`src/rtl/bcd_countdown_timer.sv`:
```
// MM:SS BCD countdown timer stepped by a shared 1 Hz enable, with expiry pulse and timed alert.
// Optional build macro TIMER_AUTO_RELOAD_EN: on expiry, reload the saved value and keep running.
module bcd_countdown_timer #(
    parameter int MIN_LIMIT   = 99,
    parameter int ALERT_TICKS = 5
) (
    input  logic       clk,
    input  logic       rst,
    input  logic       tick_1hz,
    input  logic       load,
    input  logic [7:0] load_min,
    input  logic [7:0] load_sec,
    input  logic       start,
    input  logic       pause,
    output logic [7:0] min_bcd,
    output logic [7:0] sec_bcd,
    output logic       running,
    output logic       expired_pulse,
    output logic       alert
);

    typedef enum logic [1:0] {IDLE, RUN, PAUSE, EXPIRED} state_t;

    state_t     state, state_next;
    logic [7:0] min_next, sec_next;
    logic [7:0] save_min, save_sec, save_min_next, save_sec_next;
    logic       running_next, expired_next, alert_next;
    logic [3:0] alert_cnt, alert_cnt_next;

    logic [3:0] lm10, lm1, ls10, ls1;
    logic [6:0] lm_val, lm_clamped;
    logic [7:0] san_min, san_sec;
    logic [7:0] dec_min, dec_sec;
    logic       count_zero, dec_zero, tick_live;

    // Load sanitising: clamp each digit, then clamp the minutes value as a whole.
    always_comb begin
        lm10       = (load_min[7:4] > 4'd9) ? 4'd9 : load_min[7:4];
        lm1        = (load_min[3:0] > 4'd9) ? 4'd9 : load_min[3:0];
        ls10       = (load_sec[7:4] > 4'd5) ? 4'd5 : load_sec[7:4];
        ls1        = (load_sec[3:0] > 4'd9) ? 4'd9 : load_sec[3:0];
        lm_val     = 7'(lm10) * 7'd10 + 7'(lm1);
        lm_clamped = (lm_val > 7'(MIN_LIMIT)) ? 7'(MIN_LIMIT) : lm_val;
        san_min    = {4'(lm_clamped / 7'd10), 4'(lm_clamped % 7'd10)};
        san_sec    = {ls10, ls1};
    end

    always_comb begin
        dec_min = min_bcd;
        dec_sec = sec_bcd;
        if (sec_bcd[3:0] != 4'd0) begin
            dec_sec[3:0] = sec_bcd[3:0] - 4'd1;
        end else begin
            dec_sec[3:0] = 4'd9;
            if (sec_bcd[7:4] != 4'd0) begin
                dec_sec[7:4] = sec_bcd[7:4] - 4'd1;
            end else begin
                dec_sec[7:4] = 4'd5;
                if (min_bcd[3:0] != 4'd0) begin
                    dec_min[3:0] = min_bcd[3:0] - 4'd1;
                end else begin
                    dec_min[3:0] = 4'd9;
                    dec_min[7:4] = min_bcd[7:4] - 4'd1;
                end
            end
        end
    end

    assign count_zero = (min_bcd == 8'h00) && (sec_bcd == 8'h00);
    assign dec_zero   = (dec_min == 8'h00) && (dec_sec == 8'h00);
    // A tick coinciding with load or pause is dropped entirely, for the count and the alert timer.
    assign tick_live  = tick_1hz && !load && !pause;

    always_comb begin
        state_next     = state;
        min_next       = min_bcd;
        sec_next       = sec_bcd;
        save_min_next  = save_min;
        save_sec_next  = save_sec;
        expired_next   = 1'b0;
        alert_next     = alert;
        alert_cnt_next = alert_cnt;

        if (alert && tick_live) begin
            if (alert_cnt == 4'(ALERT_TICKS - 1)) begin
                alert_next     = 1'b0;
                alert_cnt_next = 4'd0;
            end else begin
                alert_cnt_next = alert_cnt + 4'd1;
            end
        end

        if (load) begin
            min_next       = san_min;
            sec_next       = san_sec;
            save_min_next  = san_min;
            save_sec_next  = san_sec;
            state_next     = IDLE;
            alert_next     = 1'b0;
            alert_cnt_next = 4'd0;
        end else if (pause) begin
            if (state == RUN) state_next = PAUSE;
        end else if (start && (state == IDLE || state == PAUSE) && !count_zero) begin
            state_next = RUN;
        end else if (tick_1hz && state == RUN && !count_zero) begin
            if (dec_zero) begin
                expired_next   = 1'b1;
                alert_next     = 1'b1;
                alert_cnt_next = 4'd0;
`ifdef TIMER_AUTO_RELOAD_EN
                min_next       = save_min;
                sec_next       = save_sec;
`else
                min_next       = 8'h00;
                sec_next       = 8'h00;
                state_next     = EXPIRED;
`endif
            end else begin
                min_next = dec_min;
                sec_next = dec_sec;
            end
        end

        running_next = (state_next == RUN);
    end

    always_ff @(posedge clk) begin
        if (rst) begin
            state         <= IDLE;
            min_bcd       <= 8'h00;
            sec_bcd       <= 8'h00;
            save_min      <= 8'h00;
            save_sec      <= 8'h00;
            running       <= 1'b0;
            expired_pulse <= 1'b0;
            alert         <= 1'b0;
            alert_cnt     <= 4'd0;
        end else begin
            state         <= state_next;
            min_bcd       <= min_next;
            sec_bcd       <= sec_next;
            save_min      <= save_min_next;
            save_sec      <= save_sec_next;
            running       <= running_next;
            expired_pulse <= expired_next;
            alert         <= alert_next;
            alert_cnt     <= alert_cnt_next;
        end
    end

endmodule

```
`config.mk`:
```
export PLATFORM = sky130hd
export DESIGN_NAME = bcd_countdown_timer
export DESIGN_NICKNAME = d
export VERILOG_FILES = /design/src/rtl/bcd_countdown_timer.sv
export SDC_FILE = /design/constraint.sdc
export NUM_CORES = 1
export LEC_CHECK = 0
export BUFFER_PORTS_ARGS = -buffer_cell sky130_fd_sc_hd__buf_2
export CORE_ASPECT_RATIO = 0.75
export CORE_MARGIN = 5
export CORE_UTILIZATION = 52
export CTS_CLUSTER_DIAMETER = 60
export DETAILED_ROUTE_END_ITERATION = 8
export HOLD_SLACK_MARGIN = 0.05
export PLACE_DENSITY = 0.77
export SYNTH_ARGS = -nofsm -noshare
export SYNTH_HDL_FRONTEND = slang
export SYNTH_SLANG_ARGS = --single-unit
```
`constraint.sdc`:
```
create_clock -name clk -period 6.4 [get_ports clk]
set_input_delay 0.96 -clock clk [delete_from_list [all_inputs] [get_ports clk]]
set_output_delay 0.96 -clock clk [all_outputs]
set_load 0.01 [all_outputs]
```
== Yosys cells after proc, flatten, opt, wreduce, memory -nomap -nowiden ==
Cells that the tools add are included.
Widths: inputs -> output; s select.

* Logic and storage cells: 94
* Register bits after elaboration: 25
* Output and inout port bits: 19

* Bitwise gates (word level): 1
* Div/mod/pow operators: 2
* $add $sub $neg: 6
* Equality and inequality tests: 6
* Reductions and logical operators: 25
* Order comparisons: 5
* Muxes and demuxes: 41
* $mul: 1

{| class="wikitable"
|+ Operator list
! kind !! count
|-
| $mux 8 || 12
|-
| $mux 4 || 15
|-
| $logic_not 8->1 || 4
|-
| $sub 4x1->4 const B || 4
|-
| $gt 4x4->1 const B || 3
|-
| $mux 2 || 6
|-
| $reduce_bool 4->1 || 3
|-
| $logic_and 1x1->1 || 9
|-
| $add 7x4->7 || 1
|-
| $div 7x4->7 const B || 1
|-
| $gt 7x7->1 const B || 1
|-
| $mod 7x4->7 const B || 1
|-
| $mux 1 || 7
|-
| $mux 7 || 1
|-
| $mul 4x3->6 const B || 1
|-
| $reduce_or 5->1 || 1
|-
| $add 4x1->4 const B || 1
|-
| $eq 2x1->1 const B || 2
|-
| $eq 4x3->1 const B || 1
|-
| $gt 4x3->1 const B || 1
|-
| $ne 2x2->1 const B || 2
|-
| $logic_not 1->1 || 3
|-
| $reduce_and 3->1 || 1
|-
| $eq 2x2->1 const B || 1
|-
| other kinds (5) || 5
|}

== Logic depth before layout (Yosys ltp) ==
* Depth in word-level cells: 12
* Mapped depth: 27
* Depth with buffers taken out: 26

== Least setup slack after synthesis ==
Ideal clock, no wire load.

* Path kind: input to register
* From: input port load_min[7]
* To: register min_bcd[2]
* Required time: 6.307 ns
* Setup time: 0.093 ns
* Slack: 0.153 ns
* Cell stages on the path: 25
* Data arrival time: 6.154 ns
* Cells stage by stage: and2b_2 -> ha_1 -> ha_1 -> fa_1 -> xnor2_1 -> o21a_1 -> ha_1 -> inv_1 -> nor4_1 -> o211ai_1 -> and3_4 -> inv_2 -> ha_1 -> a211oi_1 -> a221o_1 -> or2_1 -> buf_6 -> o21ai_0 -> a21oi_1 -> ha_1 -> a311oi_1 -> mux2_2 -> nand4b_2 -> a2111o_1 -> o311ai_2

* Longest elaborated chain between the ends: 8

{| class="wikitable"
|+ RTL lines
! item !! line !! text
|-
| start, declared || 11 || <nowiki>input logic [7:0] load_min,</nowiki>
|-
| $gt 4x4->1 || 38 || <nowiki>lm10 = (load_min[7:4] > 4'd9) ? 4'd9 : load_min[7:4];</nowiki>
|-
| $mux 4 (*) || 38 ||
|-
| $mul 4x3->6 (*) || 42 || <nowiki>lm_val = 7'(lm10) * 7'd10 + 7'(lm1);</nowiki>
|-
| $add 7x4->7 (*) || 42 ||
|-
| $gt 7x7->1 || 43 || <nowiki>lm_clamped = (lm_val > 7'(MIN_LIMIT)) ? 7'(MIN_LIMIT) : lm_val;</nowiki>
|-
| $mux 7 (*) || 43 ||
|-
| $mod 7x4->7 (*) || 44 || <nowiki>san_min = {4'(lm_clamped / 7'd10), 4'(lm_clamped % 7'd10)};</nowiki>
|-
| $mux 8 (*) || 93 || <nowiki>if (load) begin</nowiki>
|-
| end signal, assigned || 140 || <nowiki>min_bcd <= min_next;</nowiki>
|-
| end, declared || 15 || <nowiki>output logic [7:0] min_bcd,</nowiki>
|}

Mark *: on every way between the ends. The rest lies on a longest branch, timed or not.
A chain may end at the register's enable or synchronous reset.

== Worst setup path after layout ==
Same ends and word-level chain as after synthesis.

==> key figures <==
Run status
  – Run status: finished clean

Logic synthesis
  – Post-synth ARST share: 0%
  – Synth cell types: 74
  – Post-synthesis cell area: 2500 um^2
  – Sequential element share of the synthesized area: 20.0%
  – Xor/xnor cell area share of the yosys netlist: 4.60%
  – Leading post-synthesis cells by cell area: sky130_fd_sc_hd__dfxtp_1, sky130_fd_sc_hd__ha_1, sky130_fd_sc_hd__o21ai_0
  – Synth top area share: 20.0%
  – Synthesized Nets: 371
  – Synth Area in Compound Gates: 29.2%
  – Fraction of synthesized area in multiplexers: 1.70%
  – Library cell with the highest instance count after synthesis: sky130_fd_sc_hd__nor2_1
  – Synthesized-area fraction occupied by adder cells: 9.61%
  – Post-synth top area cell: sky130_fd_sc_hd__dfxtp_1
  – Number of synthesized register bits: 25
  – Gate count after technology mapping: 331
  – Combinational family with the most area after synthesis: simple AND/OR/NAND/NOR gates
  – Most used flip-flop cell after synthesis: sky130_fd_sc_hd__dfxtp_1
  – Synth warn: 0
  – Commonest cells in the synthesized netlist: sky130_fd_sc_hd__nor2_1, sky130_fd_sc_hd__nand2_1, sky130_fd_sc_hd__o21ai_0
  – Mean cell area of the mapped netlist: 7.55 um^2
  – Number of enable flip-flop cells after synthesis: 0
  – Fraction of the mapped netlist area in simple logic gates: 29.6%

Clock network
  – Clk_lat worst skew: 270 ps
  – Deepest clock path buffer count: 2
  – Total clock buffers created by CTS: 3
  – CTS H-tree lvls: 1
  – Clock transition at the register clock pins on the worst setup and hold paths after CTS: 90 ps
  – TritonCTS clock tree: done
  – Cell at the root of the clock tree: sky130_fd_sc_hd__clkbuf_8
  – CTS sink count: 25
  – Number of buffers inserted by hold repair at cts: 0

Critical path
  – Required time of the critical path: 6590 ps
  – Arrival time at the worst endpoint: 6240 ps
  – R2R Path End: min_bcd[2]
  – CP endpoint kind: flop
  – Number of cell instances on the worst register-to-register path: 11
  – Kind of critical path: in -> reg
  – Crit start category: input pin
  – R2r startpoint: sec_bcd[0]
  – Internal reg-to-reg setup slack: 2610 ps
  – Largest driver fanout on the critical path: 6

Worst hold path
  – Cell depth of the worst hold path: 2
  – End of the worst hold path: alert
  – Path category of the worst min-delay check: reg -> reg
  – Worst min-delay path startpoint: alert

Floorplanning
  – IO Pins: 41
  – Die Area: 6310 um^2
  – Floorplan die width: 90.1 um
  – Core footprint: 4550 um^2
  – Effective utilization at floorplan: 55.0%
  – Std-Cell Rows: 21
  – Die Height: 70.0 um

Power and ir drop
  – LEAKAGE: 1.18 nW
  – Part of the power in the clock network: 13.0%
  – Switch share: 44.0%
  – Worst IR Drop VDD: 0.109 mV
  – Total power per unit cell area: 257 nW/um^2
  – Comb power frac: 61.3%
  – Overall power after layout: 0.747 mW
  – Net switching power figure: 0.329 mW
  – Share of total power in sequential cells: 25.6%
  – Cell Int Power: 0.418 mW

Route
  – Drt first pass iters: 5
  – Detail-routed net length per standard cell: 15.5 um
  – Count of unresolved DRC violations after routing: 0
  – Remaining antenna violation count: 0
  – Via count: 2715
  – Routed via count divided by cell count: 6.20
  – Iteration-0 DRC Markers: 329
  – Final wirelength: 6800 um

Final layout
  – Number of inserted diodes: 0
  – Layout cell share with drive strength beyond 1: 23.4%
  – Utilization of the core after routing: 64.1%
  – Growth of design area from synthesis to finish: 16.5%
  – Net count of the finished layout: 422
  – Finished Layout Cells: 438
  – Summed area of non-filler cells in the final layout: 2910 um^2

Timing
  – Worst slew margin relative to its limit: 50.8%
  – Hold Worst Slack: 494 ps
  – RSZ-0062 raised after global routing: no
  – Worst-Margin Slew: 727 ps
  – Setup ws final: 354 ps
  – Share of the clock period used by the worst path: 94.5%
  – FMAX: 165 MHz
  – Worst clock skew: 4.18 ps
  – Max-slew violation total from the final report: 0
  – Total Negative Setup Slacks: 0 ps
  – Crit path time final: 6050 ps
  – Final Hold Vio Count: 0
  – Count of endpoints failing setup in the final report: 0

Global routing
  – Antenna violations before repair: 0
  – Via count of the first global-routing pass: 2413
  – Total global routing track utilization: 20.8%
  – First-pass GRT wire length: 11400 um
  – Sum of overflow across all layers after global routing: 0
  – Largest net degree at the start of global routing: 24

Placement
  – PortBufs: 40
  – Post-DP HPWL: 5300 um
  – Placed insts: 433
  – Cell area after placement: 2840 um^2
  – Final RePlAce weighted congestion: 0.915
  – Pre-CTS WS: 3.67 ps

Run
  – Maximum Capacitance Violations: 0
## power groups by stage
stage          Combinational, mW  Clock, mW  Sequential [mW]
3_3_place_gp               0.429          0            0.194
2_1_floorplan              0.311          0            0.196
5_1_grt                    0.501      0.105            0.194
6_report                   0.458     0.0974            0.191
4_1_cts                    0.440     0.0978            0.191
3_5_place_dp               0.437          0            0.194
## sequential cells by signal, indices dropped and copies added (netlist names)
| name | flops |
|---|---|
| running | 1 |
| expired_pulse | 1 |
| state | 2 |
| min_bcd | 8 |
| alert | 1 |
| sec_bcd | 8 |
| alert_cnt | 4 |
## cell type report
cell class / instances / area [um^2]
multi-input cells: 275 / 1880
fillers: 414 / 1630
flip-flops and latches: 25 / 500
repair buffers: 58 / 335
inverters: 19 / 71.3
well taps: 57 / 71.3
clock buffers: 3 / 41.3
clock inverters: 1 / 7.51
## cell families after synthesis
| logic type | Yosys count |
|---|---|
| compound gates | 100 |
| xor+xnor | 11 |
| fa+ha+maj | 18 |
| buf+inv | 31 |
| flops | 25 |
| mux | 4 |
| simple gates | 142 |
## per-layer routing
layer | GRT usage, % | up-vias | routed length, um
li1 | - | 1340 | -
met1 | 31.4 | 1231 | 3210
met2 | 31.4 | 134 | 2930
met3 | 4.08 | 10 | 614
met4 | 2.15 | 0 | 48
met5 | 0 | - | 0
## timing repair
| item | in CTS | in global routing |
|---|---|---|
| endpoints found under the setup margin | 0 | 3 |
| buffers inserted | 0 | 1 |
| resized for setup | 0 | 5 |
## layout by cell type (no fill, tap or decap), drive strengths merged, types with 3 or more instances in the layout
master  count
buf        58
nor2       33
nand2      31
o21ai      27
dfxtp      25
inv        18
ha         16
a21oi      15
nand3      12
a211oi     11
nor3       10
nand2b      7
nor2b       7
and3        7
xnor2       6
or3         5
a311oi      5
nor4        5
xor2        5
and2        5
o211ai      4
o31ai       4
o21a        4
nand4       4
or2         4
a31oi       4
nand3b      3
clkbuf      3
## worst max path at each step
stage | from | endpoint | slack, ps
2_1_floorplan | load_min[7] | min_bcd[2] | 150
3_3_place_gp | load_min[7] | min_bcd[2] | 190
3_5_place_dp | load_min[7] | min_bcd[2] | 4
4_1_cts | load_min[7] | min_bcd[2] | 270
5_1_grt | load_min[7] | min_bcd[2] | 40
6_report | load_min[7] | min_bcd[2] | 350
## worst max-delay path, stage by stage
cell,delay (ps)
sky130_fd_sc_hd__buf_2,170
sky130_fd_sc_hd__and2b_2,270
sky130_fd_sc_hd__ha_1,280
sky130_fd_sc_hd__ha_1,210
sky130_fd_sc_hd__fa_2,580
sky130_fd_sc_hd__nor2b_2,60
sky130_fd_sc_hd__a32oi_2,210
sky130_fd_sc_hd__buf_4,150
sky130_fd_sc_hd__ha_1,150
sky130_fd_sc_hd__inv_1,100
sky130_fd_sc_hd__nor4_2,270
sky130_fd_sc_hd__o211ai_1,120
sky130_fd_sc_hd__and3_4,190
sky130_fd_sc_hd__inv_2,90
sky130_fd_sc_hd__ha_2,210
sky130_fd_sc_hd__a211oi_1,60
sky130_fd_sc_hd__a221o_1,320
sky130_fd_sc_hd__or2_1,220
sky130_fd_sc_hd__o21ai_0,170
sky130_fd_sc_hd__a21oi_1,130
sky130_fd_sc_hd__ha_2,230
sky130_fd_sc_hd__a311oi_1,210
sky130_fd_sc_hd__mux2_2,210
sky130_fd_sc_hd__nand4b_2,140
sky130_fd_sc_hd__a2111o_1,450
sky130_fd_sc_hd__o311ai_2,70
No activity file was read; power rests on OpenSTA's default activity.
